`src/rtl/mips_pkg.sv`:
```
`default_nettype none
// ============================================================================
// Module      : mips_pkg
// Description : Shared types and constants for the MIPS fetch path.
// Revision    : 1.0 - initial release
// ============================================================================
package mips_pkg;

  typedef enum logic [1:0] {
    IDLE = 2'd0,
    REQ  = 2'd1,
    WAIT = 2'd2,
    HOLD = 2'd3
  } fetch_state_t;

  localparam logic [31:0] RESET_PC_DEFAULT = 32'h0000_0000;
  localparam logic [31:0] NOP_INSTR        = 32'h0000_0000;

endpackage : mips_pkg
`default_nettype wire

```
`src/rtl/flopenr.sv`:
```
`default_nettype none
// ============================================================================
// Module      : flopenr
// Description : Width-parameterised register with synchronous reset and enable.
// Revision    : 1.0 - initial release
// ============================================================================
module flopenr #(
  parameter int               WIDTH     = 32,
  parameter logic [WIDTH-1:0] RESET_VAL = '0
) (
  input  logic             clk,
  input  logic             rst,
  input  logic             i_en,
  input  logic [WIDTH-1:0] i_d,
  output logic [WIDTH-1:0] o_q
);

  always_ff @(posedge clk) begin
    if (rst) begin
      o_q <= RESET_VAL;
    end else if (i_en) begin
      o_q <= i_d;
    end
  end

endmodule : flopenr
`default_nettype wire

```
`src/rtl/fetch_stage.sv`:
```
`default_nettype none
// ============================================================================
// Module      : fetch_stage
// Description : Single-outstanding instruction fetch with PC, hold register
//               and downstream redirect.
// Revision    : 1.0 - initial release
// ============================================================================
module fetch_stage
  import mips_pkg::*;
#(
  parameter logic [31:0] RESET_PC = RESET_PC_DEFAULT
) (
  input  logic        clk,
  input  logic        reset,
  output logic        imem_req_valid,
  input  logic        imem_req_ready,
  output logic [31:0] imem_addr,
  input  logic        imem_resp_valid,
  input  logic [31:0] imem_resp_data,
  output logic        instr_valid,
  output logic [31:0] instr,
  output logic [31:0] pc,
  output logic [31:0] pc_plus4,
  input  logic        instr_ready,
  input  logic        redirect,
  input  logic [31:0] redirect_pc,
  output logic        misalign,
  output logic [31:0] fetch_count
);

  localparam logic [31:0] c_RESET_PC = {RESET_PC[31:2], 2'b00};

  fetch_state_t r_state;
  fetch_state_t w_next_state;

  logic        w_handoff;
  logic        w_resp_take;
  logic [31:0] w_pc_next;
  logic [31:0] w_pc_plus4;
  logic [31:0] w_count_next;
  logic        r_misalign;

  assign w_handoff   = (r_state == HOLD) && instr_ready;
  assign w_resp_take = (r_state == WAIT) && imem_resp_valid;
  assign w_pc_plus4  = pc + 32'd4;
  assign w_pc_next   = redirect ? {redirect_pc[31:2], 2'b00} : w_pc_plus4;
  assign w_count_next = fetch_count + 32'd1;

  always_ff @(posedge clk) begin
    if (reset) begin
      r_state <= IDLE;
    end else begin
      r_state <= w_next_state;
    end
  end

  always_comb begin
    w_next_state = r_state;
    case (r_state)
      IDLE: w_next_state = REQ;
      REQ:  if (imem_req_ready) w_next_state = WAIT;
      WAIT: if (imem_resp_valid) w_next_state = HOLD;
      HOLD: if (instr_ready) w_next_state = REQ;
      default: w_next_state = IDLE;
    endcase
  end

  flopenr #(.WIDTH(32), .RESET_VAL(c_RESET_PC)) u_pc_reg (
    .clk  (clk),
    .rst  (reset),
    .i_en (w_handoff),
    .i_d  (w_pc_next),
    .o_q  (pc)
  );

  flopenr #(.WIDTH(32), .RESET_VAL(NOP_INSTR)) u_instr_reg (
    .clk  (clk),
    .rst  (reset),
    .i_en (w_resp_take),
    .i_d  (imem_resp_data),
    .o_q  (instr)
  );

  flopenr #(.WIDTH(32), .RESET_VAL(32'd0)) u_count_reg (
    .clk  (clk),
    .rst  (reset),
    .i_en (w_handoff),
    .i_d  (w_count_next),
    .o_q  (fetch_count)
  );

  // Only a redirect actually taken at handoff can raise the sticky flag.
  always_ff @(posedge clk) begin
    if (reset) begin
      r_misalign <= 1'b0;
    end else if (w_handoff && redirect && (redirect_pc[1:0] != 2'b00)) begin
      r_misalign <= 1'b1;
    end
  end

  assign imem_req_valid = (r_state == REQ);
  assign instr_valid    = (r_state == HOLD);
  assign imem_addr      = pc;
  assign pc_plus4       = w_pc_plus4;
  assign misalign       = r_misalign;

endmodule : fetch_stage
`default_nettype wire

```
`config.mk`:
```
export PLATFORM = sky130hd
export DESIGN_NAME = fetch_stage
export DESIGN_NICKNAME = d
export VERILOG_FILES = /design/src/rtl/mips_pkg.sv /design/src/rtl/flopenr.sv /design/src/rtl/fetch_stage.sv
export SDC_FILE = /design/constraint.sdc
export NUM_CORES = 1
export LEC_CHECK = 0
export CORE_ASPECT_RATIO = 1.1
export CORE_MARGIN = 5
export CORE_UTILIZATION = 39
export DETAILED_ROUTE_END_ITERATION = 10
export PLACE_DENSITY = 0.78
export SLEW_MARGIN = 20
export SYNTH_ARGS = -nofsm -noshare
export SYNTH_HDL_FRONTEND = slang
export SYNTH_SLANG_ARGS = --single-unit
```
`constraint.sdc`:
```
create_clock -name clk -period 2.1 [get_ports clk]
set_input_delay 0.315 -clock clk [delete_from_list [all_inputs] [get_ports clk]]
set_output_delay 0.315 -clock clk [all_outputs]
set_load 0.02 [all_outputs]
```
==> results of run 1 <==
[worst max-delay path, cell delays in order, from the launching register on]
cell	delay [ns]
dfxtp_2	0.35
nand4_4	0.14
buf_6	0.17
nor4_4	0.36
buf_4	0.17
nand4_1	0.13
xnor2_1	0.17
buf_4	0.16
[cell usage in the layout, fill, tap and decap left out, types with 8 or more instances in the layout]
| master | instances |
|---|---|
| a21oi_1 | 54 |
| a22oi_1 | 8 |
| dfxtp_1 | 73 |
| clkbuf_16 | 9 |
| nor2_1 | 59 |
| o21ai_0 | 20 |
| nor3_1 | 15 |
| nand4_1 | 18 |
| xor2_1 | 24 |
| a31oi_1 | 11 |
| xnor2_1 | 19 |
| buf_4 | 123 |
| and4_1 | 8 |
| dfxtp_2 | 22 |
| mux2i_1 | 8 |
| clkdlybuf4s50_1 | 196 |
| inv_1 | 14 |
| buf_6 | 17 |
| nand2_1 | 100 |
| nand3_1 | 25 |
[cell families after synthesis]
logic type,Yosys count,share of synthesized area (%)
other,1,0.06907
AOI/OAI and AO/OA,119,13.11
xor gates and xnor gates,53,8.550
and+or+nand+nor,309,29.38
muxes,10,1.890
adders and majority gates,5,1.152
buffers and inverters,96,10.07
DFF,97,35.77
[area by class of cell]
| class | count | area [sq um] |
|---|---|---|
| Inverter | 14 | 52.55 |
| Timing Repair Buffer | 346 | 3216 |
| Multi-Input combinational cell | 502 | 3244 |
| Clock inverter | 2 | 38.79 |
| Fill cell | 1116 | 4725 |
| Tap cell | 188 | 235.2 |
| Clock buffer | 13 | 250.2 |
| Sequential cell | 97 | 1977 |
[per-stage QoR]
step | utilization (%) | setup WS (ns) | hold slack [ns] | TNS (ns) | instances
finish | 65.61 | -0.1998 | 0.3939 | -1.949 | 1162
CTS | 63.85 | -0.3885 | 0.3637 | -2.295 | 1149
global placement | 60.46 | -0.3693 | 0.4329 | -4.598 | 1120
global route | 65.61 | -0.3035 | 0.3825 | -3.431 | 1162
floorplan | - | 0.002926 | 0.4510 | 0 | 695
detailed placement | 60.46 | -0.3892 | 0.4457 | -5.144 | 1120
[worst max-delay path by stage]
stage / to / slack, ns / cells after the start
6_report: pc_plus4[23] / -0.20 / 7
5_1_grt: pc_plus4[23] / -0.30 / 7
4_1_cts: pc_plus4[30] / -0.39 / 6
3_5_place_dp: pc_plus4[18] / -0.39 / 6
3_3_place_gp: pc_plus4[30] / -0.37 / 6
2_1_floorplan: pc_plus4[30] / 0.003 / 5
[repair_timing]
action                                  CTS  global route
hold buffers                              0             0
pin swaps                                21            26
buffers inserted                         14            16
resized for setup                       165            41
cloned                                    0             0
endpoints found under the setup margin   27            29
endpoints found under the hold margin     0             0
[sequential cells by signal, indices dropped and copies added (netlist names)]
signal           flops
misalign             1
u_instr_reg.o_q     32
u_count_reg.o_q     32
r_state              2
u_pc_reg.o_q        30
[where the power goes]
| group | switching [mW] | internal [mW] |
|---|---|---|
| clock network | 0.671 | 0.953 |
| registers | 0.0737 | 1.96 |
| logic | 0.762 | 0.654 |
[routing by layer]
metal  vias to the layer above  track usage (%)  part of all wire [%]
met2                       227            39.38                    51
met1                      2839            25.66                    40
met3                        33            5.435                   7.7
met4                         0            6.658                   1.7
met5                         -                0                     0
li1                       2900                -                     -
==> summary by stage, run 1 <==
Run status
The run finished, with violations left. The final reports fail on setup timing.

Setup path
The worst setup path is launched from a flop. The reg-to-reg setup timing slack is 0.10 ns. The most critical setup path has its startpoint at u_pc_reg.o_q[5].

The worst register-to-register path begins at u_pc_reg.o_q[15]. The element type at the critical path end is a primary output. The worst setup path is of the flop to primary output kind.

The worst reg2reg path endpoint is u_pc_reg.o_q[27]. In this run the worst path has a maximum fanout of 4. At the worst endpoint, the required time is 1.78 ns. The depth of the worst register-to-register path is 8. Data arrives at the worst endpoint at between 1.5 and 2 ns.

STA
The final critical path takes up 109.5% of the cycle. The number of hold violations in the final report is 0. The routed design could run at a clock period as short as 2.300 ns.

Setup repair after global routing could not meet its margin everywhere. The max-slew violation total from the final report was 0. The relative slew slack is about 66%. The clock arrives with ~0.0078 ns of skew. The number of setup violations in the final report is 16. The highest achievable clock rate is around 0.43 GHz. The slew at the pin with the worst max-slew slack is 0.5165 ns. Once routing completed, OpenROAD measured the worst setup slack at -0.1998 ns.

Global route
The initial antenna violation count is 0. The total global routing overflow is 0. The first global-routing pass estimated between 20 and 30 mm of wire. For this run, the total global-route usage over all layers was measured as about 22%. Entering global routing, the biggest net connects between 50 and 60 pins. The via count of the first global-routing pass is between 5000 and 6000.

Yosys
For this run, asynchronously set or reset flops after synthesis account for 0%. The post-synthesis cell area is between 5000 and 6000 sq um. The flip-flop cell with the highest count after synthesis is dfxtp_1.

After synthesis, the cell types taking the most area are dfxtp_1, nand2_1, buf_4. The portion of synthesized cell area occupied by the leading cell type is between 30% and 40%. nand2_1 is the most common cell in the netlist. Counting every instance in the synthesized netlist gives a little under 700. Counting instances in the post-synthesis netlist gives the leading cell types as nand2_1, dfxtp_1, nor2_1. The number of warning messages in the yosys log is 0. dfxtp_1 takes more of the synthesized area than any other cell.

The synthesized area per cell is around 7.9 sq um. The number of flops mapped to enable cells by yosys is 0. The sequential element share of the synthesized area is between 30% and 40%. The post-synthesis cell type count is ~60.

After synthesis the netlist holds a flip-flop and latch count of between 90 and 100.

Clocking
The clock network latency to the later pin of the worst-skew pair is around 0.34 ns. TritonCTS created 9 clock buffers. The H-tree was split into 3 levels.

For this design, the sink count on the clock tree is between 90 and 100. The deepest clock path buffer count is 2. The tree is rooted in a clkbuf_16. The CTS tree is done. Clock-pin slew was measured on the worst setup and hold paths at roughly 0.060 ns.

Floorplanning
around 230 I/O pins were placed. The area of the placeable core is 13740 sq um. The die height is 133.7 microns. The floorplan row count is 45. The horizontal extent of the die is around 120 microns. The starting density of the core is 39.52%. The floorplan die area is 16380 sq um.

Power
Summing internal, switching and leakage power gives approximately 5.1 mW. The maximum ir drop on the vdd rail is 0.0003117 V. The standby leakage power is approximately 3.6 nW. The power density normalized to cell area is roughly 560 nW/um^2.

Detailed routing
The total DRC errors in the routed layout is 0. The count of TritonRoute iterations in the first routing pass is 5. For this block, the routed nets add up to 19.57 mm of wire. The number of nets still failing antenna checks after routing is 0.

The total number of vias is 5999. Dividing the detail-routed wire length by the instance count gives 16.84 microns. The via density per instance is 5.163. The detailed router finished its first iteration with about 500 violations.

Place
The number of input and output port buffers inserted is about 230. The placed wire-length estimate is around 14 mm. In this run the cell area measured after placement is slightly above 8000 sq um.

The congestion estimate from routability-driven global placement came to 0.8924.

Final layout
The number of antenna diodes in the final layout is 0. At the end of the flow, the number of nets in the layout was ~1000. The fraction of final layout cells with drive strength greater than 1 is 24.64%. The area added between synthesis and finish is 66.03%.

Once layout is done, the placed cells without fillers occupy approximately 9000 sq um.

Min path
The path class of the tightest hold or removal check is primary input to flop. The worst min-delay path endpoint is u_pc_reg.o_q[5]. The worst hold path was traced through 2 stages. The startpoint identified for the worst hold timing path is reset.

Flow run
Across the run, the number of max-cap violations was 0.
Note: power is estimated with default switching activity, not from simulation.
==> run 2: changes to the inputs <==
--- a/config.mk
+++ b/config.mk
@@ -9,7 +9,7 @@
 export CORE_MARGIN = 5
 export CORE_UTILIZATION = 39
 export DETAILED_ROUTE_END_ITERATION = 10
-export PLACE_DENSITY = 0.78
+export PLACE_DENSITY = 0.76
 export SLEW_MARGIN = 20
 export SYNTH_ARGS = -nofsm -noshare
 export SYNTH_HDL_FRONTEND = slang
==> summary by stage, run 2 (synthesis gave the netlist of run 1 again) <==
Run status
The flow ran to the end, but the final reports show violations. The checks that failed: setup timing.

Setup path
The signal on the critical path passes through ha_4, nand2_4, or4_4, buf_6, buf_12, nor3_4, xor2_2, buf_6. The startpoint of the worst-slack reg-to-reg timing path is u_pc_reg.o_q[8]. The critical-path cell with the highest stage delay is or4_4. The data required time of the critical path is 1.78 ns (about the same). The element type at the critical path end is a primary output.

The critical path buffer and inverter count came to 3 (unchanged). The biggest cell delay along the critical path was 0.50 ns (+0.14 ns). The critical path start-end classification is flop to primary output. The launch point of the worst path is u_pc_reg.o_q[3]. The critical-path maximum fanout is 2 (-2). The top cell family by delay on the critical path is simple AND/OR/NAND/NOR gates. The critical path arrival is 2.14 ns (+0.16 ns). Counting stages on the worst path, the most repeated cell is buf_6. The kind of launch point of the worst setup path is a flop.

Final layout
The footprint of the flip-flops and latches is 1979 sq um (+0.13%). The number of antenna cells inserted is 0 (unchanged). The final cell area excluding filler cells is 9314 sq um (+3.3%). In the layout the commonest cells are clkdlybuf4s50_1, buf_4, nand2_1. The multi-input combinational cell area is 3326 sq um (+2.5%). The filler cell count was 1085 (-2.8%).

The fraction of final layout cells with drive strength greater than 1 came to 27.29% (+2.7 points). The largest registers in the layout are u_count_reg.o_q: 32 flops, u_instr_reg.o_q: 32 flops, u_pc_reg.o_q: 30 flops. The area added between synthesis and finish is 71.56%.

The final net count is 1063 (+1.7%). The library cell used most frequently in the layout, excluding fill and tap cells, is clkdlybuf4s50_1.

STA
The number of setup violations in the final report came to 22 (+6). The slew at the pin with the worst max-slew slack is 0.5310 ns (+0.01449 ns). The share of the cycle needed by the critical path after routing is 117.0% (+7.5 points).

Setup repair after global routing could not meet its margin everywhere. The final hold slack is 0.3724 ns (-0.02152 ns). The max-slew violation total from the final report is 0 (unchanged). The relative slew slack is 64.60% (-0.97 points). The time the final worst path needs with I/O delays and setup is 2.458 ns (+0.1582 ns). The accumulated negative setup slack is -3.975 ns (-2.026 ns).

The smallest setup slack after layout is -0.3580 ns (-0.1582 ns). The worst-case clock skew was 0.009994 ns (+0.002179 ns). The number of hold violations in the final report is 0 (unchanged). The highest achievable clock rate is 0.4068 GHz (-6.4%).

Clocking
The deepest clock path buffer count is 2 (unchanged). The clock buffer count from CTS is 9 (unchanged). The CTS tree is done. The total number of clock tree sinks came to 97 (unchanged). The clock-pin slew reported for the worst setup and hold paths after clock tree synthesis was 0.07 ns (about the same).

The root cell of the clock tree is clkbuf_16. The clock network latency to the later pin of the worst-skew pair is 0.35 ns (about the same). The total number of H-tree levels is 3 (unchanged).

Place
The number of input and output port buffers inserted came to 226 (unchanged). The placed instance area is 8323 sq um (+0.21%). The placed wire-length estimate is 14.12 mm (+0.60%). The global placer's final weighted congestion was 0.9138 (+2.4%).

The setup slack after placement was -0.4222 ns (-0.03293 ns).

Power
The sequential group share of total power was 38.9% (-1.2 points). The power density normalized to cell area is 560.7 nW/um^2 (-0.35%). The share of power burned in combinational logic is 27.9% (about the same). The switching share of power is 30.63% (+0.92 points). The part of the power in the clock network is 33.2% (+1.2 points). The standby leakage power is 3.796 nW (+4.6%). The maximum ir drop on the vdd rail is 0.0002982 V (-4.3%). The cell-internal power is 3.623 mW (+1.6%).

The reported net switching power came to 1.599 mW (+6.2%).

Global route
The total routing resource utilization after global routing is 24.25% (+2.2 points). The pin count of the biggest net entering global routing is 51 (-5.6%). The initial antenna violation count came to 0 (unchanged). The wire length of the first global-routing pass is 31.70 mm (+9.1%). The via count of the first global-routing pass is 5997 (+7.2%).

The total global routing overflow is 0 (unchanged).

Detailed routing
The violation count after the first detailed-route iteration was 505 (+1.6%). The count of TritonRoute iterations in the first routing pass is 7 (+2). The total DRC errors in the routed layout is 0 (unchanged). The via density per instance was 5.247 (+1.6%). The aggregate routed wire length is 21.13 mm (+8.0%).

The average wire per cell in the routed design is 17.89 microns (+6.3%). The total number of vias was 6197 (+3.3%). The number of nets still failing antenna checks after routing is 0 (unchanged).

Floorplanning
The area of the placeable core was 13740 sq um (unchanged). The I/O pin count is 233 (unchanged). The floorplan die area is 16380 sq um (unchanged).

The horizontal extent of the die came to 122.5 microns (unchanged). The starting density of the core came to 39.52% (unchanged). The floorplan row count is 45 (unchanged). The die height is 133.7 microns (unchanged).

Flow run
The max capacitance violation total is 0 (unchanged).

Min path
The worst min-delay path class is primary input to flop. The startpoint identified for the worst hold timing path is reset.
==> run 2: final timing paths <==
| kind | endpoint | slack (ns) | cells past startpoint |
|---|---|---|---|
| min reg2reg | misalign | 0.45 | 2 |
| min | u_instr_reg.o_q[23] | 0.37 | 2 |
| max | pc_plus4[24] | -0.36 | 8 |
| max reg2reg | u_pc_reg.o_q[18] | -0.05 | 10 |
==> run 2: per-layer routing <==
layer	global-route usage, %	vias to the layer above	wire length (microns)
met5	0	-	0
met4	10.83	0	839
met3	5.732	71	1733
met2	42.13	299	10720
met1	28.03	2900	7835
li1	-	2927	-
==> run 2: timing repair <==
| action | CTS | global route |
|---|---|---|
| pin swaps | 37 | 25 |
| gates cloned | 0 | 0 |
| setup endpoints to repair | 27 | 38 |
| buffers inserted | 37 | 16 |
| hold buffers | 0 | 0 |
| gates resized for setup | 200 | 41 |
==> run 2: power groups by stage <==
stage / Combinational, mW / Clock [mW] / Sequential (mW)
2_1_floorplan: 0.620 / 0 / 2.20
3_3_place_gp: 1.39 / 0 / 2.06
3_5_place_dp: 1.40 / 0 / 2.07
4_1_cts: 1.43 / 1.77 / 2.03
5_1_grt: 1.56 / 1.84 / 2.04
6_report: 1.46 / 1.73 / 2.03
==> run 2: metrics by stage <==
step                      total power [mW]  instances  utilization, %
after floorplan                      2.820        695               -
after global placement               3.446       1124           60.58
after detailed placement             3.466       1124           60.58
after CTS                            5.220       1175           66.26
after global routing                 5.440       1181           67.80
final                                5.222       1181           67.80
==> run 2: worst reg2reg max path: stages (launching register included) <==
cell     delay (ns)
dfxtp_2        0.36
nand4_4        0.14
buf_4          0.17
nor4_4         0.32
buf_4          0.17
nor3b_4        0.22
buf_4          0.15
buf_4          0.10
buf_4          0.10
nand2_1        0.11
a31oi_4        0.24
==> run 2: layout make-up <==
| class | count | share of cell area [%] |
|---|---|---|
| multi-input combinational | 502 | 35.71 |
| clock buffer | 11 | 2.714 |
| sequential | 97 | 21.25 |
| inverter | 14 | 0.5642 |
| tap | 188 | 2.526 |
| clock inverter | 5 | 0.6582 |
| timing repair buffer | 364 | 36.58 |
